==> src/rtl/sc_pkg.sv <==
// Shared encodings and helpers for the stochastic-computing PE datapath.
package sc_pkg;

  localparam logic SC_UNIPOLAR = 1'b0;
  localparam logic SC_BIPOLAR  = 1'b1;

  typedef enum logic [1:0] {
    IDLE = 2'd0,
    RUN  = 2'd1,
    DONE = 2'd2
  } sc_state_e;

  // Reverses the low n bits of v; bits at or above n come back as zero.
  function automatic logic [31:0] bitrev(input logic [31:0] v, input int n);
    logic [31:0] r;
    r = '0;
    for (int i = 0; i < 32; i++) begin
      for (int j = 0; j < 32; j++) begin
        if (i < n && j == n - 1 - i) r[i] = v[j];
      end
    end
    return r;
  endfunction

endpackage

==> src/rtl/sc_popcount.sv <==
// Combinational ones count over a LANES-wide chunk of stream bits.
module sc_popcount #(
  parameter  int LANES = 4,
  localparam int CW    = $clog2(LANES) + 1
) (
  input  logic [LANES-1:0] bits,
  output logic [CW-1:0]    cnt
);

  always_comb begin
    cnt = '0;
    for (int i = 0; i < LANES; i++) begin
      cnt = cnt + CW'(bits[i]);
    end
  end

endmodule

==> src/rtl/sc_mult_seq.sv <==
// Sequential SC multiplier: exact ones count over the full 2^(2N) stream, LANES bits/clock.
// Result appears CYCLES clocks after accept and is held in DONE until out_ready.
module sc_mult_seq
  import sc_pkg::*;
#(
  parameter int DATA_WIDTH = 4,
  parameter int LANES      = 4
) (
  input  logic                  clk,
  input  logic                  rst,
  input  logic                  in_valid,
  output logic                  in_ready,
  input  logic [DATA_WIDTH-1:0] a,
  input  logic [DATA_WIDTH-1:0] b,
  input  logic                  mode,
  output logic                  out_valid,
  input  logic                  out_ready,
  output logic [2*DATA_WIDTH:0] c
);

  localparam int N         = DATA_WIDTH;
  localparam int KW        = 2 * N;
  localparam int OUT_WIDTH = 2 * N + 1;
  localparam int CYCLES    = (2 ** KW) / LANES;
  localparam int PW        = $clog2(LANES) + 1;
  localparam logic [KW-1:0] LAST_K = KW'((CYCLES - 1) * LANES);

  sc_state_e              state_q, state_d;
  logic [KW-1:0]          k_q, k_d;
  logic [OUT_WIDTH-1:0]   acc_q, acc_d;
  logic [OUT_WIDTH-1:0]   c_q, c_d;
  logic [N-1:0]           a_q, a_d, b_q, b_d;
  logic                   mode_q, mode_d;
  logic [LANES-1:0]       bits;
  logic [PW-1:0]          cnt;
  logic [OUT_WIDTH-1:0]   acc_sum;

  // Lane j evaluates stream position k + j: a against the bit-reversed low half,
  // b against the high half (a ramp that steps once per 2^N positions).
  for (genvar j = 0; j < LANES; j++) begin : g_lane
    logic [KW-1:0] idx;
    logic          sa, sb;
    assign idx     = k_q + KW'(j);
    assign sa      = a_q > N'(bitrev(32'(idx[N-1:0]), N));
    assign sb      = b_q > idx[KW-1:N];
    assign bits[j] = (mode_q == SC_UNIPOLAR) ? (sa & sb) : ~(sa ^ sb);
  end

  sc_popcount #(.LANES(LANES)) u_popcount (
    .bits (bits),
    .cnt  (cnt)
  );

  assign acc_sum = acc_q + OUT_WIDTH'(cnt);

  always_comb begin
    state_d = state_q;
    k_d     = k_q;
    acc_d   = acc_q;
    c_d     = c_q;
    a_d     = a_q;
    b_d     = b_q;
    mode_d  = mode_q;
    unique case (state_q)
      IDLE: begin
        if (in_valid) begin
          a_d     = a;
          b_d     = b;
          mode_d  = mode ? SC_BIPOLAR : SC_UNIPOLAR;
          k_d     = '0;
          acc_d   = '0;
          state_d = RUN;
        end
      end
      RUN: begin
        acc_d = acc_sum;
        k_d   = k_q + KW'(LANES);
        if (k_q == LAST_K) begin
          c_d     = acc_sum;
          state_d = DONE;
        end
      end
      DONE: begin
        if (out_ready) state_d = IDLE;
      end
      default: state_d = IDLE;
    endcase
  end

  always_ff @(posedge clk or posedge rst) begin
    if (rst) begin
      state_q <= IDLE;
      k_q     <= '0;
      acc_q   <= '0;
      c_q     <= '0;
      a_q     <= '0;
      b_q     <= '0;
      mode_q  <= SC_UNIPOLAR;
    end else begin
      state_q <= state_d;
      k_q     <= k_d;
      acc_q   <= acc_d;
      c_q     <= c_d;
      a_q     <= a_d;
      b_q     <= b_d;
      mode_q  <= mode_d;
    end
  end

  assign in_ready  = (state_q == IDLE);
  assign out_valid = (state_q == DONE);
  assign c         = c_q;

endmodule

==> config.mk <==
export PLATFORM = sky130hd
export DESIGN_NAME = sc_mult_seq
export DESIGN_NICKNAME = d
export VERILOG_FILES = /design/src/rtl/sc_pkg.sv /design/src/rtl/sc_popcount.sv /design/src/rtl/sc_mult_seq.sv
export SDC_FILE = /design/constraint.sdc
export NUM_CORES = 1
export LEC_CHECK = 0
export BUFFER_PORTS_ARGS = -buffer_cell sky130_fd_sc_hd__buf_2
export CAP_MARGIN = 25
export CORE_MARGIN = 4
export CORE_UTILIZATION = 45
export DETAILED_ROUTE_END_ITERATION = 8
export PLACE_DENSITY_LB_ADDON = 0.2
export SLEW_MARGIN = 30
export SYNTH_ARGS = -nofsm -noshare
export SYNTH_HDL_FRONTEND = slang
export SYNTH_SLANG_ARGS = --single-unit
==> constraint.sdc <==
create_clock -name clk -period 5.15 [get_ports clk]
set_input_delay 0.2575 -clock clk [delete_from_list [all_inputs] [get_ports clk]]
set_output_delay 0.2575 -clock clk [all_outputs]
set_load 0.01 [all_outputs]
# Word-level counts from Yosys, hierarchy flattened
# Index checks and enable logic that the tools add are counted.
[word_totals]
mem_bits_rw = 0
output_inout_bits = 11
in_bits = 13
n_memories = 0
reg_bits = 37
wordCells = 60
rom_bits = 0
latch_bits = 0
[classes]
add_sub_neg = 8
n_eq_ne = 6
multipliers = 0
bitwise_logic = 12
order_cmp = 8
reduce_logical = 6
shifts = 0
div = 0
muxes = 13
[ops]
columns = ["operator", "count"]
rows = [
  ["$gt A4 B4 Y1", 8],
  ["$pmux W9 S2", 1],
  ["$add A8 B2 Y8 const B", 2],
  ["$pmux W8 S2", 1],
  ["$add A9 B3 Y9", 1],
  ["$mux W9", 1],
  ["$add A8 B1 Y8 const B", 1],
  ["$add A8 B3 Y8 const B", 1],
  ["$eq A8 B8 Y1 const B", 1],
  ["$mux W8", 1],
  ["$add A3 B1 Y3", 2],
  ["$mux W2", 3],
  ["$pmux W2 S3", 1],
  ["$reduce_and A2 Y1", 3],
  ["$mux W1", 5],
  ["$and A1 B1 Y1", 4],
  ["$ne A2 B2 Y1 const B", 2],
  ["$not A1 Y1", 4],
  ["$xor A1 B1 Y1", 4],
  ["$reduce_and A3 Y1", 1],
  ["$add A1 B1 Y2", 1],
  ["$eq A2 B1 Y1 const B", 1],
  ["$eq A2 B2 Y1 const B", 1],
  ["$logic_not A2 Y1", 1],
  ["other kinds (2)", 2],
]

# Depth between registers and ports, before layout
# Gate-level depths: netlist of the first run.
[depth]
word_depth = 10
ltp_mapped = 20
depth_no_buf = 19

# Cells and area by module
# From an unflattened synthesis of the first run, not the netlist that was laid out.
[hier_totals]
hier_cells = 238
area_unflattened_um2 = 2280.9
[modules_own_cells]
columns = ["module", "seq_area_each_um2", "area_per_inst_um2", "cells_per_inst", "instances"]
rows = [
  ["sc_mult_seq", 875.8, 2217.1, 230, 1],
  ["sc_popcount", 0.0, 63.8, 8, 1],
]

# Worst setup path before layout of the first run
# OpenSTA, ideal clock, no wires.
[synth_path]
kind = "reg-to-reg"
startpoint = "reg k_q[5]"
endpoint = "reg acc_q[8]"
arrival_time_ns = 3.696
period_less_slack_ns = 3.814
t_required_ns = 5.032
setup_time_ns = 0.118
slack_ns = 1.336
n_path_buf = 1
stages_incl_launch_ff = 20
cell_sequence = "dfrtp_1 > clkbuf_2 > inv_1 > ha_1 > nor2b_1 > o21a_1 > o21a_1 > o21a_1 > ha_1 > a21oi_1 > ha_1 > inv_1 > fa_1 > inv_1 > ha_1 > fa_1 > a21oi_1 > nor3_1 > nor3b_1 > a21o_1"
[synth_via]
elab_chain_len = 10
elab_cells_between_ends = 28
cone_classes = "add/sub (7); order compare (4); mux (5); bitwise (12)"
[synth_lines]
columns = ["item", "line", "source"]
rows = [
  ["start: declaration", "sc_mult_seq.sv:29", "logic [KW-1:0] k_q, k_d;"],
  ["start signal: assignment", "sc_mult_seq.sv:101", "k_q <= k_d;"],
  ["$add A8 B1 Y8", "sc_mult_seq.sv:43", "assign idx = k_q + KW'(j);"],
  ["$gt A4 B4 Y1", "sc_mult_seq.sv:45", "assign sb = b_q > idx[KW-1:N];"],
  ["$xor A1 B1 Y1", "sc_mult_seq.sv:46", "assign bits[j] = (mode_q == SC_UNIPOLAR) ? (sa & sb) : ~(sa ^ sb);"],
  ["$not A1 Y1", "sc_mult_seq.sv:46", ""],
  ["$mux W1", "sc_mult_seq.sv:46", ""],
  ["$add A1 B1 Y2", "sc_popcount.sv:13", "cnt = cnt + CW'(bits[i]);"],
  ["$add A3 B1 Y3", "sc_popcount.sv:13", ""],
  ["$add A3 B1 Y3 (*)", "sc_popcount.sv:13", ""],
  ["$add A9 B3 Y9 (*)", "sc_mult_seq.sv:54", "assign acc_sum = acc_q + OUT_WIDTH'(cnt);"],
  ["$pmux W9 S2 (*)", "sc_mult_seq.sv:64", "unique case (state_q)"],
  ["end signal: assignment", "sc_mult_seq.sv:94", "acc_q <= '0;"],
  ["end signal: assignment", "sc_mult_seq.sv:102", "acc_q <= acc_d;"],
  ["end: declaration", "sc_mult_seq.sv:30", "logic [OUT_WIDTH-1:0] acc_q, acc_d;"],
]
# Every way passes the cells marked *; elsewhere a longest branch is shown, timed or not.
# A chain may end at the register's enable or synchronous reset.

# Final worst setup path of the first run
# Same ends and word-level chain as after synthesis.

==> results of run 1 <==
[cells in the mapped netlist (all sizes together), types with 2 or more instances]
library cell,instances,share of area [%]
o21ai,14,3.1
a21o,4,1.3
nor2,10,1.7
inv,25,4.1
nand2,18,3.1
nor2b,5,1.4
mux2,12,6.1
clkbuf,6,1.0
o211ai,2,0.66
ha,28,15
dfrtp,35,39
and2,2,0.55
fa,2,1.8
mux2i,2,0.88
buf,4,1.7
nor3,2,0.94
nand3,9,2.0
a32oi,3,1.2
o21a,7,2.3
xnor2,6,2.3
o31ai,3,0.99
nand4,3,0.83
a21oi,21,4.6
a31oi,2,0.55
[final cells by class]
type / instances / area, um2
Clock buffer: 6 / 82.6
Clock inverter: 1 / 5.00
Fill cell: 475 / 2310
Inverter: 25 / 93.8
Multi-Input combinational cell: 164 / 1240
Sequential cell: 35 / 876
Tap cell: 67 / 83.8
Timing Repair Buffer: 24 / 123
[routing by layer]
layer | vias to the layer above | wire length (um) | track usage (%)
li1 | 852 | - | -
met1 | 782 | 2180 | 21.8
met2 | 23 | 1860 | 24.8
met3 | 6 | 137 | 3.74
met4 | 0 | 63 | 5.15
met5 | - | 0 | 0
[critical path, cell delays in order, from the launching register on]
cell	delay, ns
dfrtp_1	0.45
inv_1	0.07
ha_1	0.28
nor2b_1	0.14
o21a_1	0.16
o21a_1	0.16
o21a_1	0.16
ha_1	0.26
a21oi_1	0.06
ha_1	0.28
inv_1	0.05
fa_1	0.49
inv_1	0.04
ha_1	0.20
fa_1	0.43
a21oi_1	0.22
nor3_1	0.11
nor3b_1	0.15
a21o_1	0.17
[sequential cells by signal, indices dropped and copies added (netlist names)]
register  count
a_q           4
acc_q         9
b_q           4
c             9
k_q           6
mode_q        1
state_q       2
[logic make-up (layout without fill, tap and decap cells)]
kind of cell | after synthesis | count (layout) | share of synthesized area (%)
fa+ha+maj | 30 | 30 | 17.2
flops | 35 | 35 | 38.5
xor+xnor | 7 | 7 | 2.70
buf+inv | 35 | 56 | 6.88
simple gates | 54 | 54 | 12.0
mux | 14 | 14 | 6.99
compound gates | 59 | 59 | 15.7
[through the flow]
stage	worst slack (ns)	instance area, um2	hold slack [ns]
6_report	1.16	2500	0.0530
5_1_grt	0.931	2500	0.126
4_1_cts	1.13	2500	0.0699
3_5_place_dp	1.15	2420	0.390
3_3_place_gp	1.25	2420	0.385
2_1_floorplan	1.34	2270	0.406
[worst min path at each step]
stage / depth (start not counted) / end / from
final: 3 / c[7] / rst
after global routing: 3 / state_q[1] / rst
after CTS: 3 / c[7] / rst
after detailed placement: 3 / c[6] / rst
after global placement: 3 / c[7] / rst
after floorplan: 1 / a_q[0] / rst
==> reports/metrics.csv, run 1 <==
stage,metric,value,unit
synth,syn nets,277,
detailed_routing,drc violations,0,
global_route,total congestion overflow,0,
detailed_routing,WL final,4240,um
synth,Syn. warnings,0,
setup_path,Critical Path End Type,flop,
final_layout,"most common cell after layout, fill and taps aside",dfrtp_1,
synth,gate count after technology mapping,234,
cts,post_cts resized,0,
setup_path,Max Fanout on Critical Path,8,
setup_path,Critical Path AT,4.17,ns
cts,clk root buf,clkbuf_8,
cts,clock slew at reported path FFs,0.07,ns
cts,cts bufs inserted,5,
final_layout,fraction of layout cells with a size suffix above 1,17.6,%
cts,H-tree depth,2,
final_layout,antenna cells,0,
cts,postcts setup bufs,0,
final_layout,most frequent cells in the layout,"35 x dfrtp_1, 28 x ha_1, 25 x inv_1",
placed_design,port buffer count,23,
status,status,finished clean,
detailed_routing,Detail Route Antenna Nets,0,
detailed_routing,wire per inst,13.2,um
synth,Synth Flop Type,dfrtp_1,
sta,RSZ-0062 raised after global routing,false,
setup_path,reg2reg start,k_q[5],
global_route,first-pass GRT wire length,7890,um
min_path,worst hold path class,in -> async,
sta,FMAX,250,MHz
floorplan,full die area,6250,um2
placed_design,RePlAce Congestion,0.762,
sta,final hold viol count,0,
final_layout,fin util,52.0,%
sta,Tcrit/Tclk final,77.5,%
final_layout,Final Non-Filler Cells,322,
floorplan,core area,4820,um2
sta,Rel. slew slack,45.4,%
setup_path,crit start category,flop,
floorplan,I/O pin total,24,
sta,Slew Limit Fails,0,
synth,post-synthesis sequential area ratio,38.5,%
floorplan,FP Rows,25,
cts,CTS tree,done,
floorplan,Die H,79.1,um
detailed_routing,vias,1663,
synth,Post-Syn Area,2270,um2
global_route,initial antenna violation count,0,
floorplan,Die W,79.1,um
global_route,vias in the first global route,1696,
placed_design,dpl hpwl,3110,um
detailed_routing,Pre-antenna DRT Iters,4,
cts,clock buffer depth,2,
detailed_routing,Avg Vias per Cell,5.16,
cts,clock latency on the worst-skew pair,0.29,ns
setup_path,critical path required time,5.33,ns
setup_path,CP Capture Point,acc_q[8],
final_layout,fin nets,298,
sta,Tmin final,3.99,ns
cts,hold_buf cts,0,
sta,setup_tns,0,ns
floorplan,Starting Density,47.2,%
sta,final setup fails,0,
synth,Post-synth EDFFs,0,
global_route,Total GRT Usage,15.9,%
final_layout,Area Overhead vs Synth,10.2,%
setup_path,R2R Setup Slk,1.16,ns
synth,syn avg cell area,9.71,um2
run,max-capacitance violation count,0,
sta,Slew @ Worst Pin,0.819,ns
synth,post-synthesis async set-or-reset flop share,100,%
setup_path,reg2reg end,acc_q[8],
setup_path,R2R depth,18,
setup_path,CP Class,reg -> reg,
synth,"FF+latch count, synth",35,
cts,CTS Sinks,35,
synth,post-synth cell types,39,
detailed_routing,initial drt markers,90,
setup_path,crit path launch,k_q[5],
sta,clock skew,0.00513,ns
placed_design,Inst Count DP,315,
global_route,largest net degree at the start of global routing,36,
Power of run 1 is left out: the tool's default activity adds up to more than one toggle a clock period on the data nets, which glitch-free logic cannot reach.
==> inputs of run 2 (changes only) <==
- clock period: 5.15 -> 4.2 ns (I/O delays scaled with it)
==> run 2 against run 1 <==
Against the previous run: final cell count is 0.31% higher; sequential cell count is the same; worst setup slack worse by 0.90 ns; hold slack worse by 0.049 ns.
==> reports/metrics.csv, run 2 (synthesized netlist as in run 1, its figures left out) <==
stage,metric,value,unit,change
detailed_routing,Avg Vias per Cell,5.15,,-0.25%
cts,CTS Sinks,35,,unchanged
cts,clock buffer depth,2,,unchanged
cts,clk root buf,clkbuf_8,,
setup_path,reg2reg end,acc_q[8],,
global_route,vias in the first global route,1688,,-0.47%
sta,setup_tns,0,ns,unchanged
sta,Slew @ Worst Pin,0.830,ns,+0.0110 ns
detailed_routing,Pre-antenna DRT Iters,4,,unchanged
final_layout,"most common cell after layout, fill and taps aside",dfrtp_1,,
floorplan,Die W,79.1,um,unchanged
setup_path,Max Fanout on Critical Path,5,,-3
setup_path,R2R depth,17,,-1
floorplan,core area,4820,um2,unchanged
global_route,total congestion overflow,0,,unchanged
sta,clock skew,0.00888,ns,+0.00375 ns
setup_path,CP Class,reg -> reg,,
cts,CTS tree,done,,
cts,clock slew at reported path FFs,0.08,ns,about the same
placed_design,port buffer count,23,,unchanged
sta,final hold viol count,0,,unchanged
setup_path,crit path launch,b_q[1],,
final_layout,fin nets,298,,unchanged
cts,postcts setup bufs,0,,unchanged
setup_path,Critical Path End Type,flop,,
final_layout,Area Overhead vs Synth,12.2,%,
detailed_routing,wire per inst,13.1,um,-0.73%
detailed_routing,drc violations,0,,unchanged
cts,cts bufs inserted,5,,unchanged
final_layout,fraction of layout cells with a size suffix above 1,18.0,%,+0.32 points
detailed_routing,initial drt markers,86,,-4.4%
sta,Tmin final,3.95,ns,-0.0468 ns
detailed_routing,Detail Route Antenna Nets,0,,unchanged
setup_path,reg2reg start,b_q[1],,
detailed_routing,WL final,4220,um,-0.42%
setup_path,CP Capture Point,acc_q[8],,
sta,Tcrit/Tclk final,93.9,%,+16 points
setup_path,critical path required time,4.38,ns,-0.95 ns
status,status,finished clean,,
setup_path,crit start category,flop,,
floorplan,I/O pin total,24,,unchanged
min_path,worst hold path class,in -> async,,
global_route,Total GRT Usage,15.6,%,-0.33 points
floorplan,full die area,6250,um2,unchanged
global_route,largest net degree at the start of global routing,36,,unchanged
run,max-capacitance violation count,0,,unchanged
sta,Slew Limit Fails,0,,unchanged
placed_design,dpl hpwl,3130,um,+0.63%
setup_path,R2R Setup Slk,0.25,ns,-0.90 ns
floorplan,FP Rows,25,,unchanged
floorplan,Starting Density,47.2,%,unchanged
sta,Rel. slew slack,44.7,%,-0.74 points
sta,RSZ-0062 raised after global routing,false,,
sta,final setup fails,0,,unchanged
global_route,initial antenna violation count,0,,unchanged
final_layout,fillcell total,475,,unchanged
global_route,first-pass GRT wire length,7710,um,-2.3%
cts,H-tree depth,2,,unchanged
setup_path,Critical Path AT,4.12,ns,-0.05 ns
cts,clock latency on the worst-skew pair,0.29,ns,about the same
placed_design,RePlAce Congestion,0.762,,unchanged
final_layout,most frequent cells in the layout,"34 x dfrtp_1, 28 x ha_1, 25 x inv_1",,
sta,FMAX,253,MHz,+1.2%
final_layout,antenna cells,0,,unchanged
floorplan,Die H,79.1,um,unchanged
detailed_routing,vias,1664,,+0.060%
[run 2: cell types whose count changed in the layout (fill, tap and decap cells not counted)]
| cell | change |
|---|---|
| bufinv_16 | +2 |
| clkbuf_8 | -1 |
| dfrtp_2 | +1 |
| clkbuf_1 | +1 |
| clkinv_2 | -1 |
| dfrtp_1 | -1 |
[run 2: timing repair]
action	CTS	global route
setup endpoints to repair	0	1
hold buffers	0	0
resized for setup	0	1
[run 2: worst min path at each step]
stage          start    endpoint  slack (ns)  depth (start not counted)
2_1_floorplan    rst      a_q[0]        0.36                          1
3_3_place_gp     rst        c[7]        0.34                          3
3_5_place_dp     rst        c[6]        0.34                          3
4_1_cts          rst        c[7]        0.02                          3
5_1_grt          rst  state_q[1]        0.07                          3
6_report         rst  state_q[1]       0.004                          3
[run 2: stage by stage]
stage / utilization, % / cells / worst slack (ns) / hold WS (ns) / cell area, um2
3_3_place_gp: 50.2 / 315 / 0.297 / 0.338 / 2420
2_1_floorplan: - / 234 / 0.386 / 0.359 / 2270
3_5_place_dp: 50.2 / 315 / 0.207 / 0.344 / 2420
5_1_grt: 52.9 / 323 / 0.0212 / 0.0700 / 2550
4_1_cts: 52.9 / 323 / 0.177 / 0.0207 / 2550
6_report: 52.9 / 323 / 0.254 / 0.00432 / 2550
[run 2: metal layers]
metal	GRT usage, %	part of all wire, %	vias up
li1	-	-	852
met1	21.3	51	781
met2	24.3	45	26
met3	3.97	3.5	5
met4	4.64	1.4	0
met5	0	0	-
[run 2: final cells by class]
cell class	instances	area, um2	area share [%]
Clock buffer	6	72.6	2.85
Clock inverter	2	60.1	2.36
Inverter	25	93.8	3.68
Multi-Input combinational cell	164	1240	48.6
Sequential cell	35	877	34.4
Tap cell	67	83.8	3.29
Timing Repair Buffer	24	123	4.81
[run 2: critical path, stage by stage, from the launching register on]
cell	delay, ns
dfrtp_1	0.43
ha_1	0.33
nor2b_1	0.14
o21a_1	0.16
o21a_1	0.16
o21a_1	0.16
ha_1	0.26
a21oi_1	0.06
ha_1	0.28
inv_1	0.05
fa_1	0.49
inv_1	0.04
ha_1	0.20
fa_1	0.43
a21oi_1	0.22
nor3_1	0.12
nor3b_1	0.15
a21o_1	0.17
Power of run 2 is left out for the same reason.
==> inputs of run 3 (changes only) <==
==> constraint.sdc (replaced) <==
create_clock -name clk -period 4.2 [get_ports clk]
set_input_delay 0.84 -clock clk [delete_from_list [all_inputs] [get_ports clk]]
set_output_delay 0.84 -clock clk [all_outputs]
set_load 0.01 [all_outputs]
==> run 3 against run 2 <==
Against the previous run: register-to-register slack barely moved; global-route usage increased by 0.22 points; hold slack improved by 0.50 ns; via count up 0.30%; critical path depth grew 1; die area did not move; core utilization up 0.16 points; sequential cell count is the same; first-iteration DRC count increased by 41%; routed wire length rose by 3.2%; fmax fell by 0.23%.
==> reports/metrics.csv, run 3 (synthesized netlist as in run 1, its figures left out) <==
stage,metric,value,unit,change
status,status,finished clean,,
setup_path,crit-path cells,inv_1 -> ha_1 -> nor2b_1 -> o21a_1 -> o21a_1 -> o21a_1 -> ha_1 -> a21oi_1 -> ha_1 -> inv_1 -> fa_1 -> inv_1 -> ha_1 -> fa_1 -> a21oi_2 -> nor3_1 -> nor3b_1 -> a21o_1,,
sta,setup_tns,0,ns,unchanged
floorplan,full die area,6250,um2,unchanged
cts,CTS tree,done,,
min_path,worst hold path class,reg -> reg,,
setup_path,R2R depth,18,,+1
cts,CTS Sinks,35,,unchanged
global_route,total congestion overflow,0,,unchanged
setup_path,crit-path most repeated cell,ha_1,,
sta,Tmin final,3.95,ns,+0.00911 ns
floorplan,FP Rows,25,,unchanged
sta,Tcrit/Tclk final,94.2,%,+0.22 points
setup_path,critical path required time,4.38,ns,about the same
detailed_routing,wire per inst,13.5,um,+3.2%
cts,postcts setup bufs,0,,unchanged
cts,cts bufs inserted,5,,unchanged
sta,clock skew,0.00574,ns,-0.00314 ns
cts,H-tree depth,2,,unchanged
final_layout,most frequent cells in the layout,"34 x dfrtp_1, 28 x ha_1, 25 x inv_1",,
setup_path,Slowest cell on crit path,fa_1,,
final_layout,fin util,53.1,%,+0.16 points
sta,FMAX,253,MHz,-0.23%
setup_path,Critical Path End Type,flop,,
setup_path,reg2reg end,acc_q[8],,
detailed_routing,vias,1669,,+0.30%
cts,clock latency on the worst-skew pair,0.29,ns,about the same
sta,Slew Limit Fails,0,,unchanged
final_layout,fin nets,298,,unchanged
setup_path,Max Fanout on Critical Path,8,,+3
final_layout,fraction of layout cells with a size suffix above 1,18.8,%,+0.78 points
run,max-capacitance violation count,0,,unchanged
global_route,vias in the first global route,1717,,+1.7%
floorplan,Starting Density,47.2,%,unchanged
cts,clk root buf,clkbuf_8,,
global_route,Total GRT Usage,15.8,%,+0.22 points
final_layout,fillcell total,484,,+1.9%
detailed_routing,Detail Route Antenna Nets,0,,unchanged
final_layout,Area Overhead vs Synth,12.6,%,
global_route,largest net degree at the start of global routing,20,,-44%
final_layout,antenna cells,0,,unchanged
setup_path,R2R Setup Slk,0.25,ns,about the same
sta,final hold viol count,0,,unchanged
placed_design,port buffer count,23,,unchanged
detailed_routing,WL final,4360,um,+3.2%
setup_path,crit start category,flop,,
setup_path,Critical Path AT,4.14,ns,+0.02 ns
detailed_routing,Avg Vias per Cell,5.17,,+0.30%
sta,final setup fails,0,,unchanged
detailed_routing,initial drt markers,121,,+41%
min_path,WHS Path Cells,1,,
floorplan,core area,4820,um2,unchanged
floorplan,I/O pin total,24,,unchanged
global_route,initial antenna violation count,0,,unchanged
min_path,HP Start,c[0],,
cts,clock buffer depth,2,,unchanged
detailed_routing,Pre-antenna DRT Iters,4,,unchanged
floorplan,Die H,79.1,um,unchanged
detailed_routing,drc violations,0,,unchanged
floorplan,Die W,79.1,um,unchanged
setup_path,reg2reg start,k_q[5],,
placed_design,RePlAce Congestion,0.752,,-1.4%
sta,Slew @ Worst Pin,0.817,ns,-0.0124 ns
min_path,Hold EP,c[0],,
cts,clock slew at reported path FFs,0.08,ns,about the same
setup_path,CP Class,reg -> reg,,
placed_design,dpl hpwl,3190,um,+2.0%
final_layout,"most common cell after layout, fill and taps aside",dfrtp_1,,
global_route,first-pass GRT wire length,7750,um,+0.44%
sta,Rel. slew slack,45.5,%,+0.83 points
setup_path,Worst path max stage delay,0.49,ns,about the same
-- run 3: cell types whose count changed in the layout (fill, tap and decap cells not counted) --
| cell | before | now |
|---|---|---|
| a21oi_2 | 0 | 1 |
| clkinvlp_4 | 0 | 1 |
| a21oi_1 | 21 | 20 |
| and2_1 | 1 | 2 |
| clkbuf_1 | 1 | 0 |
| and2_0 | 1 | 0 |
-- run 3: area by class of cell --
type,instances,area [um2],share of cell area [%]
Inverter,25,93.8,3.67
Timing Repair Buffer,24,123,4.79
Clock inverter,3,67.6,2.64
Sequential cell,35,877,34.3
Clock buffer,5,68.8,2.69
Tap cell,67,83.8,3.28
Multi-Input combinational cell,164,1240,48.6
-- run 3: timing repair --
action	in CTS	in global routing
resized for setup	0	3
setup endpoints to repair	0	8
hold buffers	0	0
endpoints found under the hold margin	0	0
-- run 3: worst max path at each step --
stage | startpoint | end | slack [ns] | cells past startpoint
after floorplan | k_q[5] | acc_q[8] | 0.39 | 19
after detailed placement | k_q[5] | acc_q[8] | 0.21 | 18
after global routing | k_q[2] | acc_q[8] | -0.004 | 17
after CTS | k_q[5] | acc_q[8] | 0.15 | 18
after global placement | k_q[5] | acc_q[8] | 0.29 | 18
final | k_q[5] | acc_q[8] | 0.25 | 18
-- run 3: critical path: cells and delay by family, from the launching register on --
| kind | cells | cell delay, ns |
|---|---|---|
| compound gates | 6 | 0.91 |
| fa+ha+maj | 6 | 1.97 |
| buf+inv | 3 | 0.16 |
| flops | 1 | 0.42 |
| simple gates | 3 | 0.38 |
-- run 3: metal layers --
layer | GRT usage, % | up-vias | wire length (um)
met4 | 4.64 | 0 | 57
li1 | - | 848 | -
met3 | 3.51 | 5 | 136
met1 | 21.7 | 792 | 2240
met5 | 0 | - | 0
met2 | 24.9 | 24 | 1930
-- run 3: stage by stage --
| step | cells | setup WS, ns | hold WS, ns | cell area, um2 |
|---|---|---|---|---|
| CTS | 323 | 0.150 | 0.512 | 2550 |
| global route | 323 | -0.00389 | 0.546 | 2560 |
| floorplan | 234 | 0.386 | 0.473 | 2270 |
| detailed placement | 315 | 0.205 | 0.494 | 2420 |
| global placement | 315 | 0.287 | 0.488 | 2420 |
| finish | 323 | 0.245 | 0.505 | 2560 |
Power of run 3 is left out for the same reason.
